$ cat src/rtl/alu_requester_if.sv
// Handshake bundle for alu_requester: upstream command channel,
// ALU start/done channel and downstream response channel.
interface alu_requester_if #(
  parameter int DATA_W = 8,
  parameter int RES_W  = 16
);
  logic              cmd_valid;
  logic              cmd_ready;
  logic [2:0]        cmd_op;
  logic [DATA_W-1:0] cmd_a;
  logic [DATA_W-1:0] cmd_b;

  logic              start;
  logic [2:0]        opcode;
  logic [DATA_W-1:0] A;
  logic [DATA_W-1:0] B;
  logic              done;
  logic [RES_W-1:0]  result;

  logic              rsp_valid;
  logic              rsp_ready;
  logic [RES_W-1:0]  rsp_result;
  logic [2:0]        rsp_op;
  logic              rsp_err;

  modport master (
    input  cmd_valid, cmd_op, cmd_a, cmd_b,
    input  done, result, rsp_ready,
    output cmd_ready, start, opcode, A, B,
    output rsp_valid, rsp_result, rsp_op, rsp_err
  );

  modport slave (
    output cmd_valid, cmd_op, cmd_a, cmd_b,
    output done, result, rsp_ready,
    input  cmd_ready, start, opcode, A, B,
    input  rsp_valid, rsp_result, rsp_op, rsp_err
  );
endinterface

$ cat src/rtl/alu_requester.sv
// ALU start/done initiator: takes commands, runs one ALU op at a time
// with a done watchdog, and returns results on a response channel.
module alu_requester #(
  parameter int DATA_W  = 8,
  parameter int RES_W   = 16,
  parameter int TIMEOUT = 16,
  parameter int CNT_W   = 16
) (
  input  logic             clk,
  input  logic             reset_n,
  alu_requester_if.master  bus,
  output logic [CNT_W-1:0] op_count
);

  localparam int TW = $clog2(TIMEOUT + 1);

  typedef enum logic [1:0] {
    IDLE,
    ISSUE,
    RESP,
    GAP
  } state_t;

  state_t            state;
  state_t            state_nx;
  logic [TW-1:0]     tcnt;
  logic              cmd_fire;
  logic              rsp_fire;
  logic              t_exp;
  logic [2:0]        op_q;
  logic [DATA_W-1:0] a_q;
  logic [DATA_W-1:0] b_q;
  logic [RES_W-1:0]  res_q;
  logic [2:0]        rop_q;
  logic              err_q;

  assign cmd_fire = bus.cmd_valid & bus.cmd_ready;
  assign rsp_fire = bus.rsp_valid & bus.rsp_ready;
  assign t_exp    = (tcnt == TW'(TIMEOUT - 1));

  always_ff @(posedge clk or negedge reset_n) begin
    if (!reset_n) state <= IDLE;
    else          state <= state_nx;
  end

  always_comb begin
    state_nx = state;
    unique case (1'b1)
      (state == IDLE): begin
        if (cmd_fire)
          state_nx = (bus.cmd_op == 3'd0) ? RESP : ISSUE;
      end
      (state == ISSUE): begin
        if (bus.done || t_exp) state_nx = RESP;
      end
      (state == RESP): begin
        if (rsp_fire) state_nx = GAP;
      end
      default: state_nx = IDLE;
    endcase
  end

  // cmd_ready is held low while reset is asserted
  always_comb begin
    bus.start     = 1'b0;
    bus.cmd_ready = 1'b0;
    bus.rsp_valid = 1'b0;
    unique case (1'b1)
      (state == IDLE):  bus.cmd_ready = reset_n;
      (state == ISSUE): bus.start     = 1'b1;
      (state == RESP):  bus.rsp_valid = 1'b1;
      default: ;
    endcase
  end

  always_ff @(posedge clk or negedge reset_n) begin
    if (!reset_n) begin
      op_q     <= '0;
      a_q      <= '0;
      b_q      <= '0;
      res_q    <= '0;
      rop_q    <= '0;
      err_q    <= 1'b0;
      tcnt     <= '0;
      op_count <= '0;
    end else begin
      if (cmd_fire) begin
        op_q  <= bus.cmd_op;
        a_q   <= bus.cmd_a;
        b_q   <= bus.cmd_b;
        rop_q <= bus.cmd_op;
        res_q <= '0;
        err_q <= 1'b0;
      end
      // done wins over an expiring watchdog in the same cycle
      if (state == ISSUE) begin
        tcnt <= tcnt + 1'b1;
        if (bus.done) begin
          res_q <= bus.result;
          err_q <= 1'b0;
        end else if (t_exp) begin
          err_q <= 1'b1;
        end
      end else begin
        tcnt <= '0;
      end
      if (rsp_fire) op_count <= op_count + 1'b1;
    end
  end

  assign bus.opcode     = op_q;
  assign bus.A          = a_q;
  assign bus.B          = b_q;
  assign bus.rsp_result = res_q;
  assign bus.rsp_op     = rop_q;
  assign bus.rsp_err    = err_q;

endmodule

$ cat src/flat_wrapper.sv
// flat-port wrapper written by rule: the top's interface ports become plain ports
module alu_requester_flat 
#(
  parameter int DATA_W  = 8,
  parameter int RES_W   = 16,
  parameter int TIMEOUT = 16,
  parameter int CNT_W   = 16
)
  (clk, reset_n, op_count, bus_cmd_valid, bus_cmd_op, bus_cmd_a, bus_cmd_b, bus_done, bus_result, bus_rsp_ready, bus_cmd_ready, bus_start, bus_opcode, bus_A, bus_B, bus_rsp_valid, bus_rsp_result, bus_rsp_op, bus_rsp_err);
  alu_requester_if #(.DATA_W(DATA_W), .RES_W(RES_W)) bus_i ();
  input  logic clk;
  input  logic reset_n;
  output logic [CNT_W-1:0] op_count;
  input wire logic [$bits(bus_i.cmd_valid)-1:0] bus_cmd_valid;
  input wire logic [$bits(bus_i.cmd_op)-1:0] bus_cmd_op;
  input wire logic [$bits(bus_i.cmd_a)-1:0] bus_cmd_a;
  input wire logic [$bits(bus_i.cmd_b)-1:0] bus_cmd_b;
  input wire logic [$bits(bus_i.done)-1:0] bus_done;
  input wire logic [$bits(bus_i.result)-1:0] bus_result;
  input wire logic [$bits(bus_i.rsp_ready)-1:0] bus_rsp_ready;
  output wire logic [$bits(bus_i.cmd_ready)-1:0] bus_cmd_ready;
  output wire logic [$bits(bus_i.start)-1:0] bus_start;
  output wire logic [$bits(bus_i.opcode)-1:0] bus_opcode;
  output wire logic [$bits(bus_i.A)-1:0] bus_A;
  output wire logic [$bits(bus_i.B)-1:0] bus_B;
  output wire logic [$bits(bus_i.rsp_valid)-1:0] bus_rsp_valid;
  output wire logic [$bits(bus_i.rsp_result)-1:0] bus_rsp_result;
  output wire logic [$bits(bus_i.rsp_op)-1:0] bus_rsp_op;
  output wire logic [$bits(bus_i.rsp_err)-1:0] bus_rsp_err;
  assign bus_i.cmd_valid = bus_cmd_valid;
  assign bus_i.cmd_op = bus_cmd_op;
  assign bus_i.cmd_a = bus_cmd_a;
  assign bus_i.cmd_b = bus_cmd_b;
  assign bus_i.done = bus_done;
  assign bus_i.result = bus_result;
  assign bus_i.rsp_ready = bus_rsp_ready;
  assign bus_cmd_ready = bus_i.cmd_ready;
  assign bus_start = bus_i.start;
  assign bus_opcode = bus_i.opcode;
  assign bus_A = bus_i.A;
  assign bus_B = bus_i.B;
  assign bus_rsp_valid = bus_i.rsp_valid;
  assign bus_rsp_result = bus_i.rsp_result;
  assign bus_rsp_op = bus_i.rsp_op;
  assign bus_rsp_err = bus_i.rsp_err;
  alu_requester #(.DATA_W(DATA_W), .RES_W(RES_W), .TIMEOUT(TIMEOUT), .CNT_W(CNT_W)) u_core (.clk(clk), .reset_n(reset_n), .bus(bus_i), .op_count(op_count));
endmodule
$ cat config.mk
export PLATFORM = sky130hd
export DESIGN_NAME = alu_requester_flat
export DESIGN_NICKNAME = d
export VERILOG_FILES = /design/src/rtl/alu_requester_if.sv /design/src/rtl/alu_requester.sv /design/src/flat_wrapper.sv
export SDC_FILE = /design/constraint.sdc
export NUM_CORES = 1
export LEC_CHECK = 0
export CORE_MARGIN = 1.5
export CORE_UTILIZATION = 45
export DETAILED_ROUTE_END_ITERATION = 10
export GPL_TIMING_DRIVEN = 0
export PLACE_DENSITY = 0.93
export SLEW_MARGIN = 40
export SYNTH_ARGS = -nofsm -noshare
export SYNTH_HDL_FRONTEND = slang
export SYNTH_SLANG_ARGS = --single-unit
$ cat constraint.sdc
create_clock -name clk -period 3.1 [get_ports clk]
set_clock_uncertainty 0.1 [all_clocks]
set_input_delay 0.62 -clock clk [delete_from_list [all_inputs] [get_ports clk]]
set_output_delay 0.62 -clock clk [all_outputs]
set_load 0.02 [all_outputs]
==> flow_summary.yaml, run 1 <==
timing:
  fin_tns_setup_ns: 0
  hold_violations: 0
  period_share: 0.859
  setup_viol_count_final: 0
  worst_pin_slew_ns: 0.374
  slew_viol_final: 0
  max_freq_mhz: 375
  slew-limit-headroom: 0.751
  layout_min_cycle_time_ns: 2.66
  rsz0062_at_grt: "false"
layout:
  layout.nets: 373
  synthToLayoutAreaGrowth_pct: 49.0
  fill_cells: 415
  n_antenna_cell: 0
  ff_latch_area_sq_um: 1480
  mostFrequentLayoutCells: "clkdlybuf4s50_1, dfrtp_1, nand2_1"
  drive_gt1_frac: 0.136
  multi_input_area_sq_um: 1030
  layout_commonest_cell: "clkdlybuf4s50_1"
clock_network:
  numCtsBuffers: 9
  cts-hold-fix-buffers: 0
  clk_pin_slew_worst_paths_ns: 0.07
  clockBufferDepth: 2
  htree_levels: 3
  cts_resized: 0
  clk-insertion-delay-late_ns: 0.32
  tritoncts: "done"
  post-cts-setup-buffers: 0
  cts.sinks: 59
  ctsRootBufferMaster: "clkbuf_8"
job:
  maxCapViolations: 0
grt:
  antenna_found_initial: 0
  grt_pass1_wl_um: 9360
  grt_pass1_vias: 2022
  grt_use_total: 0.194
  grt_max_degree: 34
  grt_remaining_overflow: 0
pwr:
  irDropWorstVdd_v: 0.000530
  p_leak_nw: 1.73
  powerDensity_nw_per_um2: 870
  power_w: 0.00336
floorplanning:
  core_sq_um: 5540
  rows: 27
  fp.dieH_um: 78.9
  fp.dieArea_sq_um: 6230
  start_util: 0.468
  die_w_um: 78.9
  io_pins: 98
routing:
  drt_iter0_markers: 65
  avgRoutedWirePerCell_um: 14.1
  drc: 0
  first_pass_iters: 4
  ant_nets: 0
  vias_per_cell: 4.91
  finalWirelength_um: 5680
  num_vias: 1979
synth:
  synth_seq_area_share: 0.569
  ys_types: 34
  synthArstFlopShare: 1.00
  synth_nets: 264
  avgSynthCellArea_sq_um: 12.0
  netlist_area_sq_um: 2590
  synth-seq-cells: 59
  synth_ff_type: "dfrtp_1"
  ys_warn_count: 0
  synth_cells: 217
  synth_edf_count: 0
place:
  dp_hpwl_um: 4280
  port_buffers: 97
  place.gp.congestion: 0.759
setup_path:
  cp_max_fo: 10
  slowest_stage: "clkdlybuf4s50_1"
  cp.arrival_ns: 1.94
  critPathLaunchType: "flip-flop"
  max_stage_delay_ns: 0.68
  cp_cell_sequence: "inv_1, ha_1, clkdlybuf4s50_1"
  crit_required_ns: 2.38
  critPathKind: "reg2out"
  worstSetupEndpointType: "output pin"
worst_hold_path:
  hold_path.class: "in2async"
outcome:
  status: "complete, no violations"
[path summary, 6_finish.rpt]
| check | endpoint | slack (ns) | startpoint | cells past startpoint |
|---|---|---|---|---|
| max | bus_start | 0.44 | u_core.state[1]$_DFFE_PN0P_ | 3 |
| max in group asynchronous | u_core.tcnt[4]$_DFF_PN0_ | 2.29 | reset_n | 2 |
| max reg2reg | u_core.state[0]$_DFFE_PN0P_ | 1.20 | u_core.tcnt[0]$_DFF_PN0_ | 7 |
| min | u_core.op_count[12]$_DFFE_PN0P_ | 0.11 | reset_n | 1 |
| min reg2reg | u_core.tcnt[0]$_DFF_PN0_ | 0.38 | u_core.tcnt[0]$_DFF_PN0_ | 1 |
| min in group clk | u_core.tcnt[0]$_DFF_PN0_ | 0.38 | u_core.tcnt[0]$_DFF_PN0_ | 1 |
[per-layer routing]
| layer | wire (um) | GRT usage | vias up | part of all wire |
|---|---|---|---|---|
| li1 | - | - | 946 | - |
| met1 | 2400 | 0.236 | 971 | 0.42 |
| met2 | 2980 | 0.338 | 56 | 0.52 |
| met3 | 231 | 0.0460 | 6 | 0.041 |
| met4 | 68 | 0.0667 | 0 | 0.012 |
| met5 | 0 | 0 | - | 0 |
[synthesized netlist by cell type (3+ instances only)]
library cell  number  area share
mux2_1            10       0.043
buf_2              5      0.0096
dfrtp_1           59        0.57
inv_1              4      0.0058
o21ai_1           16       0.031
and2_1             5       0.012
nand3_1            7       0.013
nor2b_1            3      0.0072
xor2_1             3       0.010
nand2_1           43       0.062
mux2_4            10       0.058
ha_1               7       0.034
nor2_1             5      0.0072
xnor2_1           14       0.047
buf_4              3      0.0087
[where the power goes]
part / internal [W] / switching (W)
clock network: 0.000389 / 0.000286
logic: 0.000783 / 0.000715
registers: 0.00102 / 0.000174
total: 0.00219 / 0.00117
[logic make-up after synthesis]
group,share of synthesized area
XOR/XNOR,0.0574
buffers and inverters,0.0328
AND/OR/NAND/NOR,0.153
multiplexers,0.101
AO/OA/AOI/OAI,0.0530
flip-flops,0.569
adder cells (fa/ha/maj),0.0337
[sequential cells by signal, indices dropped and copies added, names as in the netlist]
register               flops
u_core.bus.rsp_result     16
u_core.op_count           16
u_core.bus.A               8
u_core.bus.B               8
u_core.tcnt                5
u_core.bus.opcode          3
u_core.state               2
u_core.bus.rsp_err         1
[stage by stage]
step | util | hold slack, ns | cell area [sq um] | worst slack (ns) | std cells
CTS | 0.698 | 0.113 | 3870 | 0.436 | 403
finish | 0.698 | 0.113 | 3870 | 0.436 | 403
floorplan | - | 0.224 | 2590 | 1.35 | 217
global route | 0.698 | 0.120 | 3870 | 0.352 | 403
global placement | 0.660 | 0.345 | 3660 | -1.74 | 386
detailed placement | 0.663 | 0.371 | 3670 | 0.549 | 387
[layout make-up]
cell class                      instances  area share
Timing Repair Buffer                   98       0.256
Clock buffer                           11      0.0366
Sequential cell                        59       0.382
Inverter                                4     0.00388
Tap cell                               72      0.0233
Clock inverter                          5      0.0136
Buffer                                 10      0.0181
Multi-Input combinational cell        144       0.267
[worst max-delay path, delay by kind of cell, from the launching register on]
| family | cells | cell delay (ns) |
|---|---|---|
| adder cells (fa/ha/maj) | 1 | 0.38 |
| flip-flops | 1 | 0.44 |
| buffers and inverters | 2 | 0.81 |
(Power assumes the default switching activity.)
==> run 2: changes to the inputs <==
--- a/config.mk
+++ b/config.mk
@@ -5,7 +5,7 @@
 export SDC_FILE = /design/constraint.sdc
 export NUM_CORES = 1
 export LEC_CHECK = 0
-export CORE_MARGIN = 1.5
+export CORE_MARGIN = 10
 export CORE_UTILIZATION = 45
 export DETAILED_ROUTE_END_ITERATION = 10
 export GPL_TIMING_DRIVEN = 0
==> flow_summary.yaml, run 2 (synthesized netlist as in run 1, its figures left out) <==
grt:
  grt_remaining_overflow: 0
  grt_pass1_wl_um: 10300
  antenna_found_initial: 0
  grt_max_degree: 32
  grt_use_total: 0.147
  grt_pass1_vias: 2034
timing:
  period_share: 0.876
  layout_min_cycle_time_ns: 2.71
  worst_pin_slew_ns: 0.403
  max_freq_mhz: 368
  setup_viol_count_final: 0
  rsz0062_at_grt: "false"
  slew_viol_final: 0
  slew-limit-headroom: 0.731
  finalWorstSetupSlack_ns: 0.385
  hold_violations: 0
setup_path:
  r2r-end: "u_core.bus.B[2]$_DFFE_PN0P_"
  critPathKind: "reg2out"
  worstSetupEndpointType: "output pin"
  reg2reg_slack_ns: 1.19
  crit_path_start: "u_core.state[0]$_DFFE_PN0P_"
  cp.arrival_ns: 1.99
  critPathLaunchType: "flip-flop"
  rr_worst_depth: 6
  cp_max_fo: 4
  worstReg2RegStart: "u_core.state[0]$_DFFE_PN0P_"
  crit_required_ns: 2.38
pwr:
  irDropWorstVdd_v: 0.000536
  power_w: 0.00360
  clkPwrFrac: 0.250
  powerDensity_nw_per_um2: 916
  p_sw_w: 0.00120
  seq_power_share: 0.331
  p_sw_frac: 0.334
  intPower_w: 0.00240
  combPwrFrac: 0.420
  p_leak_nw: 1.76
routing:
  avgRoutedWirePerCell_um: 16.4
  finalWirelength_um: 6620
  drt_iter0_markers: 50
  first_pass_iters: 4
  ant_nets: 0
  drc: 0
  num_vias: 1998
  vias_per_cell: 4.96
layout:
  synthToLayoutAreaGrowth_pct: 51.6
  layout_commonest_cell: "clkdlybuf4s50_1"
  fin_area_sq_um: 3930
  mostFrequentLayoutCells: "clkdlybuf4s50_1, dfrtp_1, nand2_1"
  layout.nets: 373
  fill_cells: 405
  multi_input_area_sq_um: 1030
  drive_gt1_frac: 0.139
  ff_latch_area_sq_um: 1480
  n_antenna_cell: 0
place:
  dp_hpwl_um: 5170
  place_ws_ns: 0.503
  port_buffers: 97
  place.gp.congestion: 0.805
  dpl_cell_area_sq_um: 3670
clock_network:
  cts_resized: 0
  numCtsBuffers: 9
  clk_pin_slew_worst_paths_ns: 0.07
  clockBufferDepth: 2
  cts.sinks: 59
  ctsRootBufferMaster: "clkbuf_8"
  htree_levels: 3
  clk-insertion-delay-late_ns: 0.34
  tritoncts: "done"
  cts-hold-fix-buffers: 0
  post-cts-setup-buffers: 0
floorplanning:
  io_pins: 98
  start_util: 0.468
  core_sq_um: 5540
  fp.dieArea_sq_um: 9200
  rows: 27
  die_w_um: 95.9
  fp.dieH_um: 95.9
job:
  maxCapViolations: 0
worst_hold_path:
  hold_path.class: "in2async"
outcome:
  status: "complete, no violations"
run 2: changes by cell type in the layout (fill, tap and decap cells not counted):
cell        delta
clkinvlp_4     -1
bufinv_16      +2
clkinv_2       -2
clkbuf_1       -1
clkbuf_8       +2
run 2: power groups by stage:
| stage | sequential (W) | clock [W] | combinational [W] |
|---|---|---|---|
| after floorplan | 0.00146 | 0 | 0.000537 |
| after global placement | 0.00118 | 0 | 0.00150 |
| after detailed placement | 0.00120 | 0 | 0.00154 |
| after CTS | 0.00119 | 0.000914 | 0.00154 |
| after global routing | 0.00122 | 0.000954 | 0.00163 |
| final | 0.00119 | 0.000899 | 0.00151 |
run 2: how the worst max path moves through the flow:
stage | to | slack (ns) | depth (start not counted)
3_3_place_gp | bus_cmd_ready | -1.77 | 3
2_1_floorplan | u_core.bus.A[4]$_DFFE_PN0P_ | 1.35 | 6
5_1_grt | bus_cmd_ready | 0.29 | 4
6_report | bus_cmd_ready | 0.39 | 4
4_1_cts | bus_cmd_ready | 0.37 | 4
3_5_place_dp | bus_cmd_ready | 0.50 | 3
run 2: routing by layer:
metal,GRT usage,part of all wire,vias up
li1,-,-,942
met1,0.159,0.39,974
met2,0.256,0.51,68
met3,0.0428,0.078,14
met4,0.0774,0.021,0
met5,0,0,-
run 2: per-stage QoR:
step / setup TNS (ns) / util / hold slack (ns) / cells
finish: 0 / 0.710 / 0.107 / 403
global route: 0 / 0.710 / 0.120 / 403
CTS: 0 / 0.710 / 0.111 / 403
detailed placement: 0 / 0.663 / 0.354 / 387
global placement: -84.42 / 0.660 / 0.345 / 386
floorplan: 0 / - / 0.224 / 217
run 2: area by class of cell:
type                       instances  area share
inverter                           4     0.00382
buffer                            10      0.0178
clock inverter                     4      0.0242
multi-input combinational        144       0.263
clock buffer                      12      0.0420
timing repair buffer              98       0.251
tap                               72      0.0229
sequential                        59       0.375
run 2: worst max-delay path, cell delays in order, from the launching register on:
cell and delay [ns]:
dfrtp_1 0.43, inv_1 0.14, ha_1 0.26, and2_2 0.21, clkdlybuf4s50_1 0.61
==> run 3: changes to the inputs <==
--- a/config.mk
+++ b/config.mk
@@ -10,7 +10,7 @@
 export DETAILED_ROUTE_END_ITERATION = 10
 export GPL_TIMING_DRIVEN = 0
 export PLACE_DENSITY = 0.93
-export SLEW_MARGIN = 40
+export SLEW_MARGIN = 20
 export SYNTH_ARGS = -nofsm -noshare
 export SYNTH_HDL_FRONTEND = slang
 export SYNTH_SLANG_ARGS = --single-unit
==> results of run 3 <==
Same layout as run 2: the final DEF is identical, and so are final timing and power.
